[src/rtl/frame_tx.sv]
// frame_tx: transmit-side framer. Takes a beat-count command, pulls that many
// payload beats from upstream and emits registered valid/SOP/EOP/data beats.
// Early abort is supported. A completed-frame counter advances on every EOP.
module frame_tx #(
  parameter int DATA_W = 8,
  parameter int LEN_W  = 8,
  parameter int CNT_W  = 16
) (
  input  logic              i_clk,
  input  logic              i_arst,
  input  logic              i_start,
  input  logic [LEN_W-1:0]  i_length,
  output logic              o_cmdReady,
  output logic              o_lenErr,
  input  logic              i_dataValid,
  input  logic [DATA_W-1:0] i_data,
  output logic              o_dataReady,
  input  logic              i_abort,
  output logic              o_valid,
  output logic              o_sop,
  output logic              o_eop,
  output logic [DATA_W-1:0] o_data,
  output logic              o_aborted,
  output logic [CNT_W-1:0]  o_frameCount
);

  typedef enum logic {
    S_IDLE   = 1'b0,
    S_ACTIVE = 1'b1
  } state_t;

  state_t             state_reg, state_next;
  logic [LEN_W-1:0]   remaining_reg, remaining_next;
  logic               sop_sent_reg, sop_sent_next;

  logic               valid_reg, valid_next;
  logic               sop_reg, sop_next;
  logic               eop_reg, eop_next;
  logic [DATA_W-1:0]  data_reg, data_next;
  logic               len_err_reg, len_err_next;
  logic               aborted_reg, aborted_next;
  logic [CNT_W-1:0]   count_reg, count_next;

  logic               xfer;
  logic               last_beat;

  // A beat moves only while ACTIVE; that is also when upstream sees ready.
  assign xfer      = (state_reg == S_ACTIVE) && i_dataValid;
  assign last_beat = (remaining_reg == LEN_W'(1));

  // State register: FSM state, beats still owed, and whether SOP went out.
  always_ff @(posedge i_clk or negedge i_arst) begin
    if (!i_arst) begin
      state_reg     <= S_IDLE;
      remaining_reg <= '0;
      sop_sent_reg  <= 1'b0;
    end else begin
      state_reg     <= state_next;
      remaining_reg <= remaining_next;
      sop_sent_reg  <= sop_sent_next;
    end
  end

  // Next-state logic: command acceptance, beat accounting, abort exits.
  always_comb begin
    state_next     = state_reg;
    remaining_next = remaining_reg;
    sop_sent_next  = sop_sent_reg;
    case (state_reg)
      S_IDLE: begin
        if (i_start && (i_length != '0)) begin
          state_next     = S_ACTIVE;
          remaining_next = i_length;
          sop_sent_next  = 1'b0;
        end
      end
      S_ACTIVE: begin
        if (xfer) begin
          sop_sent_next  = 1'b1;
          remaining_next = remaining_reg - LEN_W'(1);
          // Last beat wins over a coincident abort; either way the frame ends.
          if (last_beat || i_abort) begin
            state_next = S_IDLE;
          end
        end else if (i_abort) begin
          state_next = S_IDLE;
        end
      end
      default: state_next = S_IDLE;
    endcase
  end

  // Output logic: next values of the registered output beat and pulses.
  always_comb begin
    valid_next   = 1'b0;
    sop_next     = 1'b0;
    eop_next     = 1'b0;
    data_next    = '0;
    len_err_next = 1'b0;
    aborted_next = 1'b0;
    case (state_reg)
      S_IDLE: begin
        len_err_next = i_start && (i_length == '0);
      end
      S_ACTIVE: begin
        if (xfer) begin
          valid_next = 1'b1;
          data_next  = i_data;
          sop_next   = !sop_sent_reg;
          if (last_beat) begin
            eop_next = 1'b1;
          end else if (i_abort) begin
            eop_next     = 1'b1;
            aborted_next = 1'b1;
          end
        end else if (i_abort) begin
          // Only close with a terminator if the receiver has seen an SOP.
          valid_next   = sop_sent_reg;
          eop_next     = sop_sent_reg;
          aborted_next = 1'b1;
        end
      end
      default: ;
    endcase
  end

  // Counter advances together with the EOP it counts, so both show at once.
  assign count_next = count_reg + {{(CNT_W-1){1'b0}}, eop_next};

  // Output registers: no combinational path from any input to any output.
  always_ff @(posedge i_clk or negedge i_arst) begin
    if (!i_arst) begin
      valid_reg   <= 1'b0;
      sop_reg     <= 1'b0;
      eop_reg     <= 1'b0;
      data_reg    <= '0;
      len_err_reg <= 1'b0;
      aborted_reg <= 1'b0;
      count_reg   <= '0;
    end else begin
      valid_reg   <= valid_next;
      sop_reg     <= sop_next;
      eop_reg     <= eop_next;
      data_reg    <= data_next;
      len_err_reg <= len_err_next;
      aborted_reg <= aborted_next;
      count_reg   <= count_next;
    end
  end

  assign o_valid      = valid_reg;
  assign o_sop        = sop_reg;
  assign o_eop        = eop_reg;
  assign o_data       = data_reg;
  assign o_lenErr     = len_err_reg;
  assign o_aborted    = aborted_reg;
  assign o_frameCount = count_reg;
  assign o_cmdReady   = (state_reg == S_IDLE);
  assign o_dataReady  = (state_reg == S_ACTIVE);

endmodule
[config.mk]
export PLATFORM = sky130hd
export DESIGN_NAME = frame_tx
export DESIGN_NICKNAME = d
export VERILOG_FILES = /design/src/rtl/frame_tx.sv
export SDC_FILE = /design/constraint.sdc
export NUM_CORES = 1
export LEC_CHECK = 0
export CAP_MARGIN = 20
export CORE_MARGIN = 8
export CORE_UTILIZATION = 39
export DETAILED_ROUTE_END_ITERATION = 12
export PLACE_DENSITY = 0.76
export SYNTH_ARGS = -nofsm -noshare
export SYNTH_HDL_FRONTEND = slang
export SYNTH_SLANG_ARGS = --single-unit
[constraint.sdc]
create_clock -name i_clk -period 3.61 [get_ports i_clk]
set_input_delay 0.361 -clock i_clk [delete_from_list [all_inputs] [get_ports i_clk]]
set_output_delay 0.361 -clock i_clk [all_outputs]
set_load 0.02 [all_outputs]
== Yosys cells after proc, flatten, opt, wreduce, memory -nomap -nowiden ==
Index checks and enable logic that the tools add are counted.

* Reduce and logical (&&, ||, !) cells: 8
* Eq/ne operators: 3
* Add/subtract/negate cells: 2
* Bitwise logic cells: 1
* Mux-type cells: 26

{| class="wikitable"
|+ Operators with widths
! operator !! number
|-
| two-way mux 8 bit || 4
|-
| two-way mux 1 bit || 19
|-
| adder 16 x 1 -> 16 bit || 1
|-
| case mux 8 bit (2 select lines) || 1
|-
| == test 8 x 1 -> 1 bit, second input constant || 1
|-
| logical NOT 8 bit || 1
|-
| nonzero test 8 bit || 1
|-
| subtractor 8 x 1 -> 8 bit, second input constant || 1
|-
| inequality test 2 x 1 -> 1 bit, second input constant || 2
|-
| case mux 1 bit (2 select lines) || 2
|-
| logical AND 1 bit || 3
|-
| AND reduction 2 bit || 1
|-
| logical NOT 1 bit || 1
|-
| logical OR 1 bit || 1
|-
| NOT 1 bit || 1
|}

* Output and inout bits: 31
* Logic and storage cells: 50
* Bits in registers: 39

== Longest topological paths before layout ==
Gate-level depths: netlist of run 1.

* Depth in word-level cells: 5
* Depth in mapped cells: 9
* Depth with buffers taken out: 9

== Worst setup path before layout of run 1 ==
Ideal clock, no wire load.

* Path type: register -> register
* From: register remaining_reg[3]
* To: register count_reg[14], in the netlist o_frameCount[14]
* Arrival time: 2713 ps
* Required time: 3530 ps
* Period minus slack after synthesis: 2793 ps
* Cell stages (with the launch flop): 9
* Buffers on the path: 0
* Slack: 817 ps
* Path through: dfrtp_1 -> or4_1 -> or4b_1 -> a311oi_1 -> ha_1 -> ha_1 -> nand3_1 -> nor3_1 -> xor2_1

* Cells in the longest elaborated chain, start to end: 5

{| class="wikitable"
|+ RTL lines
! what !! RTL line !! source
|-
| from (decl) || 33 || <nowiki>logic [LEN_W-1:0] remaining_reg, remaining_next;</nowiki>
|-
| from (signal assigned) || 59 || <nowiki>remaining_reg <= remaining_next;</nowiki>
|-
| == test 8 x 1 -> 1 bit || 49 || <nowiki>assign last_beat = (remaining_reg == LEN_W'(1));</nowiki>
|-
| two-way mux 1 bit || 110 || <nowiki>if (last_beat) begin</nowiki>
|-
| two-way mux 1 bit || 106 || <nowiki>if (xfer) begin</nowiki>
|-
| two-way mux 1 bit || 101 || <nowiki>case (state_reg)</nowiki>
|-
| named net eop_next || 38 || <nowiki>logic eop_reg, eop_next;</nowiki>
|-
| adder 16 x 1 -> 16 bit || 128 || <nowiki>assign count_next = count_reg + {{(CNT_W-1){1'b0}}, eop_next};</nowiki>
|-
| named net count_next[14] || 42 || <nowiki>logic [CNT_W-1:0] count_reg, count_next;</nowiki>
|-
| to (signal assigned) || 147 || <nowiki>count_reg <= count_next;</nowiki>
|-
| to (decl) || 42 ||
|}

The timed path passes the listed nets, and every way through them passes these cells.
A chain may end at the register's enable or synchronous reset.

== Worst setup path after layout of run 1 ==
Same ends and word-level chain as after synthesis.

==> metrics.md, run 1 <==
| Metric | Value |
|---|---|
| Async set-reset flop share out of synthesis | `1.00` |
| Core box area | `approximately 0.0043 mm²` |
| Synth area leaders | `dfrtp_1, xnor2_1, nor2_1, and3_1, xor2_1` |
| Ratio of cells with drive above 1 in the final layout | `0.0694` |
| Pwr Density | `approximately 570 mW/mm²` |
| Pre-antenna DRT Iters | `4` |
| Total of max-cap violations | `0` |
| First-pass GRT wire length | `7.02 mm` |
| Seq/Total Area, Yosys | `0.564` |
| Cell Rows | `24` |
| CTS Hold Bufs | `0` |
| Peak VDD IR | `about 0.00032 V` |
| Fmax | `324 MHz` |
| IO Count | `52` |
| Drt initial violations | `65` |
| DRC viols | `0` |
| Non-Filler Instances | `268` |
| Final Wtd Congestion | `about 0.80` |
| TNS Setup | `0 ps` |
| Largest net degree at the start of global routing | `40` |
| Final Cycle Share | `0.854` |
| Mapped Area | `around 0.0017 mm²` |
| Clock Path Buffers | `2` |
| FF-to-FF path depth | `8` |
| Leak Pwr | `between 1 and 1.5 nW` |
| Multi-input gate area | `roughly 710 µm²` |
| Port buffer count | `51` |
| Horiz. Die Dim | `a little over 80 µm` |
| GRT Util Overall | `0.135` |
| CP startpoint kind | `flop` |
| Final wirelength | `between 4 and 5 mm` |
| CTS Buf Count | `5` |
| CTS tree | `done` |
| Seq cells post-synth | `39` |
| DP Cell Count | `261` |
| Warning count from the yosys run | `0` |
| Die H | `around 83 µm` |
| Final hold vios | `0` |
| Kind of critical path | `flop to flop` |
| Setup Buffers After CTS | `0` |
| Post-CTS resize count | `0` |
| Syn Inst Count | `159` |
| Antenna violations before repair | `0` |
| Most frequent cells after synthesis | `dfrtp_1, nor2_1, and3_1` |
| Final nets | `241` |
| H-tree depth | `2` |
| Avg Cell Area, Syn | `10.9 µm²` |
| Post-layout util | `0.558` |
| Initial Util | `0.400` |
| Layout Skew | `between 5 and 6 ps` |
| Max reg flops | `16` |
| RSZ-0062 raised after global routing | `no` |
| Number of flops mapped to enable cells by yosys | `0` |
| DP HPWL | `between 3 and 4 mm` |
| Min Tclk post-route | `between 3000 and 4000 ps` |
| Worst-margin pin slew | `roughly 830 ps` |
| Req. time, crit path | `~3800 ps` |
| HP Class | `input port to asynchronous set/reset pin` |
| Crit Path Max Fanout | `7` |
| Slew headroom | `0.446` |
| Share of the synthesized area in the top cell type | `0.564` |
| WP data arrival | `between 3000 and 4000 ps` |
| Post-synth top flop | `dfrtp_1` |
| Routed len/inst | `approximately 15 µm` |
| Vias in the first global route | `1,442` |
| Vias per Instance | `approximately 5.3` |
| Crit end category | `flop` |
| Syn-to-layout area delta | `39.3%` |
| Library cells used by synthesis | `34` |
| R2R Path End | `o_frameCount[14]` |
| Layout fillers | `405` |
| Diodes inserted | `0` |
| Most common cell in the netlist | `dfrtp_1` |
| Area leader, netlist | `dfrtp_1` |
| Post-route cell area | `0.00241 mm²` |
| Fin. max-slew vios | `0` |
| Clock net sink count | `39` |
| Grt ovf | `0` |
| DR vias | `approximately 1,400` |
| Post-Place Cell Area | `about 0.0023 mm²` |
| Full die area | `~0.0068 mm²` |
| Worst-Skew Late Latency | `between 200 and 300 ps` |
| Status | `finished clean` |
| Internal reg-to-reg setup slack | `about 530 ps` |
| Net Count, Synth | `roughly 180` |
| FF-to-FF Start | `remaining_reg[3]` |
| Register area | `976 µm²` |
| Final Setup Violations | `0` |
| Detail Route Antenna Nets | `0` |
| Clock root buffer | `clkbuf_8` |
| Clk slew on worst S/H paths | `70 ps` |
-- cell usage in the layout (no fill, tap or decap) --
cell type,Yosys,final
and2b_2,1,1
a21boi_1,1,1
bufinv_16,0,1
o21ai_0,6,6
or3_1,1,1
inv_1,7,7
a21bo_2,1,1
nor2_1,17,17
clkbuf_1,4,1
nor4_1,3,3
and3_1,10,10
a311oi_1,1,1
nor2b_1,1,1
a31o_2,1,1
mux2i_1,5,5
dfrtp_1,39,39
a211oi_1,1,1
clkbuf_8,0,5
a221o_1,1,1
or4b_1,1,1
and4_1,2,2
clkdlybuf4s50_1,0,50
buf_2,0,1
nand3_1,9,9
a221oi_1,1,1
a21oi_1,5,5
nand4_1,2,2
ha_1,4,4
xor2_1,6,6
o2bb2ai_1,1,1
buf_4,0,3
nor3_1,6,6
a32oi_1,2,2
xnor2_1,8,8
or4_1,1,1
nor3b_1,1,1
nand2_1,7,7
mux2_2,2,2
clkinv_1,1,1
-- worst max-delay path by stage --
stage                           startpoint          endpoint  slack [ps]  cells past startpoint
after floorplan           remaining_reg[3]  o_frameCount[14]         820                      8
after global placement    remaining_reg[3]  o_frameCount[14]         670                      8
after detailed placement  remaining_reg[3]  o_frameCount[14]         530                      8
after CTS                 remaining_reg[3]  o_frameCount[14]         520                      8
after global routing      remaining_reg[3]  o_frameCount[14]         210                      8
final                     remaining_reg[3]  o_frameCount[14]         530                      8
-- per-stage QoR --
step                worst slack [ps]  hold WS [ps]  total power [mW]
finish                           526           170              1.37
global route                     208           229              1.46
CTS                              524           193              1.38
detailed placement               532           464              1.03
global placement                 671           457              1.02
floorplan                        817          65.4             0.841
-- worst max-delay path: stages, from the launching register on --
cell and delay [ps]:
dfrtp_1 440, or4_1 560, or4b_1 500, a311oi_1 390, ha_1 280, ha_1 260, nand3_1 170, nor3_1 240
xor2_1 160
-- final cells by class --
class                           count  area share
Tap cell                           52      0.0270
Inverter                            8      0.0124
Clock inverter                      1      0.0124
Multi-Input combinational cell    108       0.295
Timing Repair Buffer               54       0.219
Sequential cell                    39       0.405
Clock buffer                        6      0.0301
-- per-layer routing --
metal / track usage / routed length [µm] / vias up
li1: - / - / 674
met5: 0 / 0 / -
met4: 0.0414 / 11 / 0
met3: 0.0465 / 339 / 2
met2: 0.221 / 1970 / 45
met1: 0.163 / 1800 / 690
-- logic make-up (layout without fill, tap and decap cells) --
logic type,Yosys count,count (layout),synth area share
and+or+nand+nor,62,62,0.186
DFF,39,39,0.564
muxes,7,7,0.0419
adders and majority gates,4,4,0.0289
xor gates and xnor gates,14,14,0.0708
AOI/OAI and AO/OA,21,21,0.0824
buffers and inverters,12,69,0.0260
-- report_power, final --
group	leakage (nW)	internal (mW)	switching (mW)	total, mW
combinational	0.540	0.204	0.203	0.407
sequential	0.497	0.522	0.0898	0.612
clock	0.0513	0.203	0.144	0.347
No activity file was read; power rests on OpenSTA's default activity.
==> inputs of run 2 (changes only) <==
--- a/config.mk
+++ b/config.mk
@@ -7,9 +7,9 @@
 export LEC_CHECK = 0
 export CAP_MARGIN = 20
 export CORE_MARGIN = 8
-export CORE_UTILIZATION = 39
+export CORE_UTILIZATION = 46
 export DETAILED_ROUTE_END_ITERATION = 12
-export PLACE_DENSITY = 0.76
+export PLACE_DENSITY = 0.86
 export SYNTH_ARGS = -nofsm -noshare
 export SYNTH_HDL_FRONTEND = slang
 export SYNTH_SLANG_ARGS = --single-unit
==> metrics.md, run 2 (same netlist as run 1, synthesis figures left out) <==
| Metric | Value |
|---|---|
| Critical path buffers and inverters | `0 (unchanged)` |
| Psw | `443 µW (+1.4%)` |
| Worst Setup Slack, final | `483 ps (-42.5 ps)` |
| Worst-margin pin slew | `819 ps (-11.7 ps)` |
| Port buffer count | `51 (unchanged)` |
| Detail Route Antenna Nets | `0 (unchanged)` |
| H-tree depth | `2 (unchanged)` |
| Drt initial violations | `74 (+14%)` |
| Die H | `77.4 µm (-6.4%)` |
| Crit end category | `flop` |
| CTS Buf Count | `5 (unchanged)` |
| CTS Hold Bufs | `0 (unchanged)` |
| Core box area | `0.00363 mm² (-16%)` |
| Full die area | `0.00598 mm² (-12%)` |
| Final Cycle Share | `0.866 (+0.0118)` |
| Slew headroom | `0.454 (+0.00779)` |
| CTS tree | `done` |
| IO Count | `52 (unchanged)` |
| R2R Path End | `o_frameCount[14]` |
| Final nets | `241 (unchanged)` |
| Net Sw Frac | `0.340 (+0.0196)` |
| Pwr Density | `546 mW/mm² (-3.5%)` |
| Total Power | `1.31 mW (-4.4%)` |
| TNS Setup | `0 ps (unchanged)` |
| Ratio of cells with drive above 1 in the final layout | `0.0737 (+0.00429)` |
| Routed len/inst | `15.4 µm (about the same)` |
| Post-layout util | `0.658 (+0.0998)` |
| FF-to-FF path depth | `8 (unchanged)` |
| Clk slew on worst S/H paths | `70 ps (about the same)` |
| Worst-Skew Late Latency | `300 ps (about the same)` |
| Final wirelength | `4.07 mm (-1.1%)` |
| CP delay by family, top | `simple AND/OR/NAND/NOR gates` |
| Clock Path Buffers | `2 (unchanged)` |
| Leak Pwr | `1.08 nW (-0.93%)` |
| Initial Util | `0.477 (+0.0761)` |
| Largest net degree at the start of global routing | `40 (unchanged)` |
| Final hold vios | `0 (unchanged)` |
| Clk network pwr share | `0.218 (-0.036)` |
| Crit-path most repeated cell | `ha_1` |
| Req. time, crit path | `3830 ps (about the same)` |
| Syn-to-layout area delta | `38.0%` |
| CP startpoint kind | `flop` |
| Grt ovf | `0 (unchanged)` |
| Crit-path slowest cell | `or4_1` |
| Clock root buffer | `clkbuf_8` |
| Kind of critical path | `flop to flop` |
| Setup Buffers After CTS | `0 (unchanged)` |
| Clock net sink count | `39 (unchanged)` |
| GRT Util Overall | `0.142 (+0.00706)` |
| Crit Path Max Fanout | `7 (unchanged)` |
| Peak VDD IR | `0.000319 V (+0.74%)` |
| First-pass GRT wire length | `6.70 mm (-4.6%)` |
| Min Tclk post-route | `3130 ps (+42.5 ps)` |
| HP Class | `input port to asynchronous set/reset pin` |
| Status | `finished clean` |
| DP Cell Count | `257 (-1.5%)` |
| Horiz. Die Dim | `77.4 µm (-6.4%)` |
| DR vias | `1,424 (+0.92%)` |
| Final Wtd Congestion | `0.829 (+3.1%)` |
| Pre-CTS setup slack | `496 ps (-35.9 ps)` |
| Vias in the first global route | `1,400 (-2.9%)` |
| Post-CTS resize count | `0 (unchanged)` |
| Antenna violations before repair | `0 (unchanged)` |
| Crit path launch | `remaining_reg[3]` |
| Internal reg-to-reg setup slack | `480 ps (-40 ps)` |
| Vias per Instance | `5.37 (+2.1%)` |
| Int Pwr | `862 µW (-7.2%)` |
| Total of max-cap violations | `0 (unchanged)` |
| Most frequent cells in the layout | `clkdlybuf4s50_1, dfrtp_1, nor2_1` |
| Diodes inserted | `0 (unchanged)` |
| Fmax | `320 MHz (-1.4%)` |
| FF-to-FF Start | `remaining_reg[3]` |
| RSZ-0062 raised after global routing | `no` |
| Pre-antenna DRT Iters | `4 (unchanged)` |
| DP HPWL | `3.11 mm (-1.5%)` |
| Layout Skew | `6.14 ps (+1.12 ps)` |
| DRC viols | `0 (unchanged)` |
| Fin. max-slew vios | `0 (unchanged)` |
| Gate power share | `0.313 (+0.015)` |
| WP data arrival | `3340 ps (+50 ps)` |
| Final Setup Violations | `0 (unchanged)` |
| Worst-path cell chain | `or4_1, or4b_1, a311oi_1, ha_1, ha_1, nand3_1, nor3_1, xor2_1` |
| Cell Rows | `22 (-8.3%)` |
| Most common cell after layout, fill and taps aside | `clkdlybuf4s50_1` |
| Critical Path Max Stage Delay | `580 ps (+20 ps)` |
| Non-Filler Instances | `265 (-1.1%)` |
| Max reg flops | `16 (unchanged)` |
| Flop pwr share | `0.469 (+0.021)` |
==> run 2: layout make-up <==
cell class	count	area, µm²
Inverter	8	30.0
Tap cell	48	60.1
Clock inverter	2	12.5
Clock buffer	6	72.6
Fill cell	302	1240
Timing Repair Buffer	54	528
Sequential cell	39	976
Multi-Input combinational cell	108	711
==> run 2: how the worst max path moves through the flow <==
stage / end / slack (ps) / cells after the start
after floorplan: o_frameCount[14] / 820 / 8
after global placement: o_frameCount[14] / 670 / 8
after detailed placement: o_frameCount[14] / 500 / 8
after CTS: o_frameCount[14] / 480 / 8
after global routing: o_frameCount[14] / 270 / 8
final: o_frameCount[14] / 480 / 8
==> run 2: per-stage QoR <==
stage / hold slack (ps) / area, µm²
after floorplan: 65.4 / 1730
after global placement: 453 / 2300
after detailed placement: 460 / 2300
after CTS: 187 / 2390
after global routing: 220 / 2390
final: 157 / 2390
==> run 2: layer usage <==
metal,routed length [µm],up-vias,GRT usage
met2,1960,68,0.221
li1,-,672,-
met3,414,9,0.0726
met4,65,0,0.0623
met1,1630,675,0.160
met5,0,-,0
==> run 2: power groups by stage <==
stage	registers, mW	logic (mW)	clock network, mW
after floorplan	0.651	0.190	0
after global placement	0.611	0.399	0
after detailed placement	0.617	0.412	0
after CTS	0.608	0.413	0.289
after global routing	0.625	0.448	0.315
final	0.612	0.409	0.284
==> inputs of run 3 (changes only) <==
--- a/config.mk
+++ b/config.mk
@@ -7,9 +7,10 @@
 export LEC_CHECK = 0
 export CAP_MARGIN = 20
 export CORE_MARGIN = 8
-export CORE_UTILIZATION = 46
+export CORE_UTILIZATION = 42
 export DETAILED_ROUTE_END_ITERATION = 12
-export PLACE_DENSITY = 0.86
+export PLACE_DENSITY = 0.83
+export SETUP_SLACK_MARGIN = 0.02
 export SYNTH_ARGS = -nofsm -noshare
 export SYNTH_HDL_FRONTEND = slang
 export SYNTH_SLANG_ARGS = --single-unit
==> constraint.sdc (replaced) <==
create_clock -name i_clk -period 2.7 [get_ports i_clk]
set_input_delay 0.27 -clock i_clk [delete_from_list [all_inputs] [get_ports i_clk]]
set_output_delay 0.27 -clock i_clk [all_outputs]
set_load 0.02 [all_outputs]
==> metrics.md, run 3 (same netlist as run 1, synthesis figures left out) <==
| Metric | Value |
|---|---|
| Largest net degree at the start of global routing | `40 (unchanged)` |
| Min Tclk post-route | `2700 ps (-426 ps)` |
| Critical path buffers and inverters | `1 (+1)` |
| Horiz. Die Dim | `80.2 µm (+3.7%)` |
| Routed len/inst | `16.9 µm (+10%)` |
| Failing checks | `setup timing` |
| Crit end category | `flop` |
| Total of max-cap violations | `0 (unchanged)` |
| Clk slew on worst S/H paths | `90 ps (+20 ps)` |
| Gate power share | `0.317 (+0.004)` |
| Peak VDD IR | `0.000366 V (+15%)` |
| Final Setup Violations | `1 (+1)` |
| Worst Setup Slack, final | `-1.46 ps (-484 ps)` |
| Detail Route Antenna Nets | `0 (unchanged)` |
| Pre-antenna DRT Iters | `4 (unchanged)` |
| Vias per Instance | `5.41 (+0.64%)` |
| DR vias | `1,471 (+3.3%)` |
| Layout Skew | `12.2 ps (+6.01 ps)` |
| Core box area | `0.00397 mm² (+9.3%)` |
| Final Wtd Congestion | `0.848 (+2.3%)` |
| Crit Path Max Fanout | `5 (-2)` |
| HP Class | `input port to asynchronous set/reset pin` |
| Status | `finished, violations left` |
| Leak Pwr | `1.14 nW (+6.1%)` |
| Fmax | `370 MHz (+16%)` |
| Net Sw Frac | `0.335 (-0.00508)` |
| Max reg flops | `16 (unchanged)` |
| H-tree depth | `2 (unchanged)` |
| Initial Util | `0.436 (-0.0405)` |
| Pwr Density | `755 mW/mm² (+38%)` |
| Final Cycle Share | `1.00 (+0.134)` |
| Full die area | `0.00643 mm² (+7.5%)` |
| CP startpoint kind | `flop` |
| Ratio of cells with drive above 1 in the final layout | `0.153 (+0.0794)` |
| Most frequent cells in the layout | `clkdlybuf4s50_1, dfrtp_1, nor2_1` |
| GRT Util Overall | `0.147 (+0.00528)` |
| Req. time, crit path | `2920 ps (-910 ps)` |
| Kind of critical path | `flop to flop` |
| Final hold vios | `0 (unchanged)` |
| CTS Hold Bufs | `0 (unchanged)` |
| Diodes inserted | `0 (unchanged)` |
| Clk network pwr share | `0.257 (+0.039)` |
| Post-layout util | `0.643 (-0.0150)` |
| Int Pwr | `1.28 mW (+49%)` |
| Worst-path cell chain | `or4_4, or4b_4, a311oi_2, ha_2, nand4_1, buf_6, nor3_4, xor2_1` |
| Worst-margin pin slew | `829 ps (+9.79 ps)` |
| Final nets | `246 (+2.1%)` |
| Most common cell after layout, fill and taps aside | `clkdlybuf4s50_1` |
| IO Count | `52 (unchanged)` |
| Clock Path Buffers | `2 (unchanged)` |
| Antenna violations before repair | `0 (unchanged)` |
| CTS Buf Count | `5 (unchanged)` |
| Drt initial violations | `56 (-24%)` |
| Grt ovf | `0 (unchanged)` |
| RSZ-0062 raised after global routing | `yes` |
| Internal reg-to-reg setup slack | `-1 ps (-480 ps)` |
| First-pass GRT wire length | `7.36 mm (+9.8%)` |
| Slew headroom | `0.448 (-0.00652)` |
| Crit-path slowest cell | `or4_4` |
| Post-Place Cell Area | `0.00235 mm² (+1.8%)` |
| WP data arrival | `2920 ps (-420 ps)` |
| Flop pwr share | `0.426 (-0.043)` |
| CP delay by family, top | `simple AND/OR/NAND/NOR gates` |
| Clock root buffer | `clkbuf_8` |
| Worst-Skew Late Latency | `310 ps (about the same)` |
| Cell Rows | `23 (+4.5%)` |
| CTS tree | `done` |
| Die H | `80.2 µm (+3.7%)` |
| Port buffer count | `51 (unchanged)` |
| Post-route cell area | `0.00255 mm² (+6.8%)` |
| Psw | `645 µW (+45%)` |
| TNS Setup | `-1.46 ps (-1.46 ps)` |
| Critical Path Max Stage Delay | `540 ps (-40 ps)` |
| Syn-to-layout area delta | `47.4%` |
| Final wirelength | `4.60 mm (+13%)` |
| DP HPWL | `3.34 mm (+7.4%)` |
| Clock net sink count | `39 (unchanged)` |
| Vias in the first global route | `1,550 (+11%)` |
| DRC viols | `0 (unchanged)` |
| Fin. max-slew vios | `0 (unchanged)` |
==> run 3: cell types whose count changed in the layout (fill, tap and decap cells not counted), moves of 2 or more <==
cell	delta
nor3_4	+3
nor2_1	-3
buf_4	+3
nor3_1	-3
ha_1	-2
nor2_2	+2
buf_6	+2
==> run 3: power groups by stage <==
stage / sequential [mW] / combinational, mW / clock (mW)
3_3_place_gp: 0.812 / 0.582 / 0
2_1_floorplan: 0.870 / 0.258 / 0
4_1_cts: 0.812 / 0.609 / 0.499
6_report: 0.821 / 0.611 / 0.494
5_1_grt: 0.835 / 0.668 / 0.524
3_5_place_dp: 0.821 / 0.599 / 0
==> run 3: final cells by class <==
cell class,count,area [µm²]
Inverter,8,30.0
Sequential cell,39,976
Tap cell,50,62.6
Clock buffer,5,68.8
Timing Repair Buffer,59,573
Fill cell,330,1420
Clock inverter,3,43.8
Multi-Input combinational cell,108,798
==> run 3: routing by layer <==
| layer | wire (µm) | GRT usage | share of wire |
|---|---|---|---|
| met4 | 84 | 0.0800 | 0.018 |
| met3 | 317 | 0.0346 | 0.069 |
| met2 | 2380 | 0.250 | 0.52 |
| met5 | 0 | 0 | 0 |
| met1 | 1820 | 0.167 | 0.39 |
==> run 3: per-stage QoR <==
| stage | worst slack (ps) | hold WS [ps] | std cells | total power, mW |
|---|---|---|---|---|
| after floorplan | 40.5 | -25.6 | 159 | 1.13 |
| after global placement | 76.8 | 409 | 262 | 1.39 |
| after detailed placement | -48.0 | 420 | 262 | 1.42 |
| after CTS | -30.7 | 91.1 | 271 | 1.92 |
| after global routing | -116 | 139 | 272 | 2.03 |
| final | -1.46 | 50.0 | 272 | 1.93 |
==> run 3: repair_timing <==
action / CTS / global route
gates resized for setup: 7 / 9
setup buffers: 1 / 1
endpoints found under the setup margin: 5 / 11
pin swaps: 10 / 6
==> run 3: worst paths after layout <==
check,from,to,depth (start not counted)
min in group i_clk,o_frameCount[15],o_frameCount[15],1
worst min-delay path,i_arst,o_frameCount[2],1
worst max-delay path,remaining_reg[3],o_frameCount[11],8
max in group asynchronous,i_arst,remaining_reg[0],1
worst min register to register,o_frameCount[15],o_frameCount[15],1
worst max register to register,remaining_reg[3],o_frameCount[11],8
==> run 3: worst reg2reg max path: stages (launching register included) <==
cell      delay (ps)
dfrtp_1          390
or4_4            540
or4b_4           510
a311oi_2         260
ha_2             280
nand4_1          120
buf_6            170
nor3_4           150
xor2_1           190
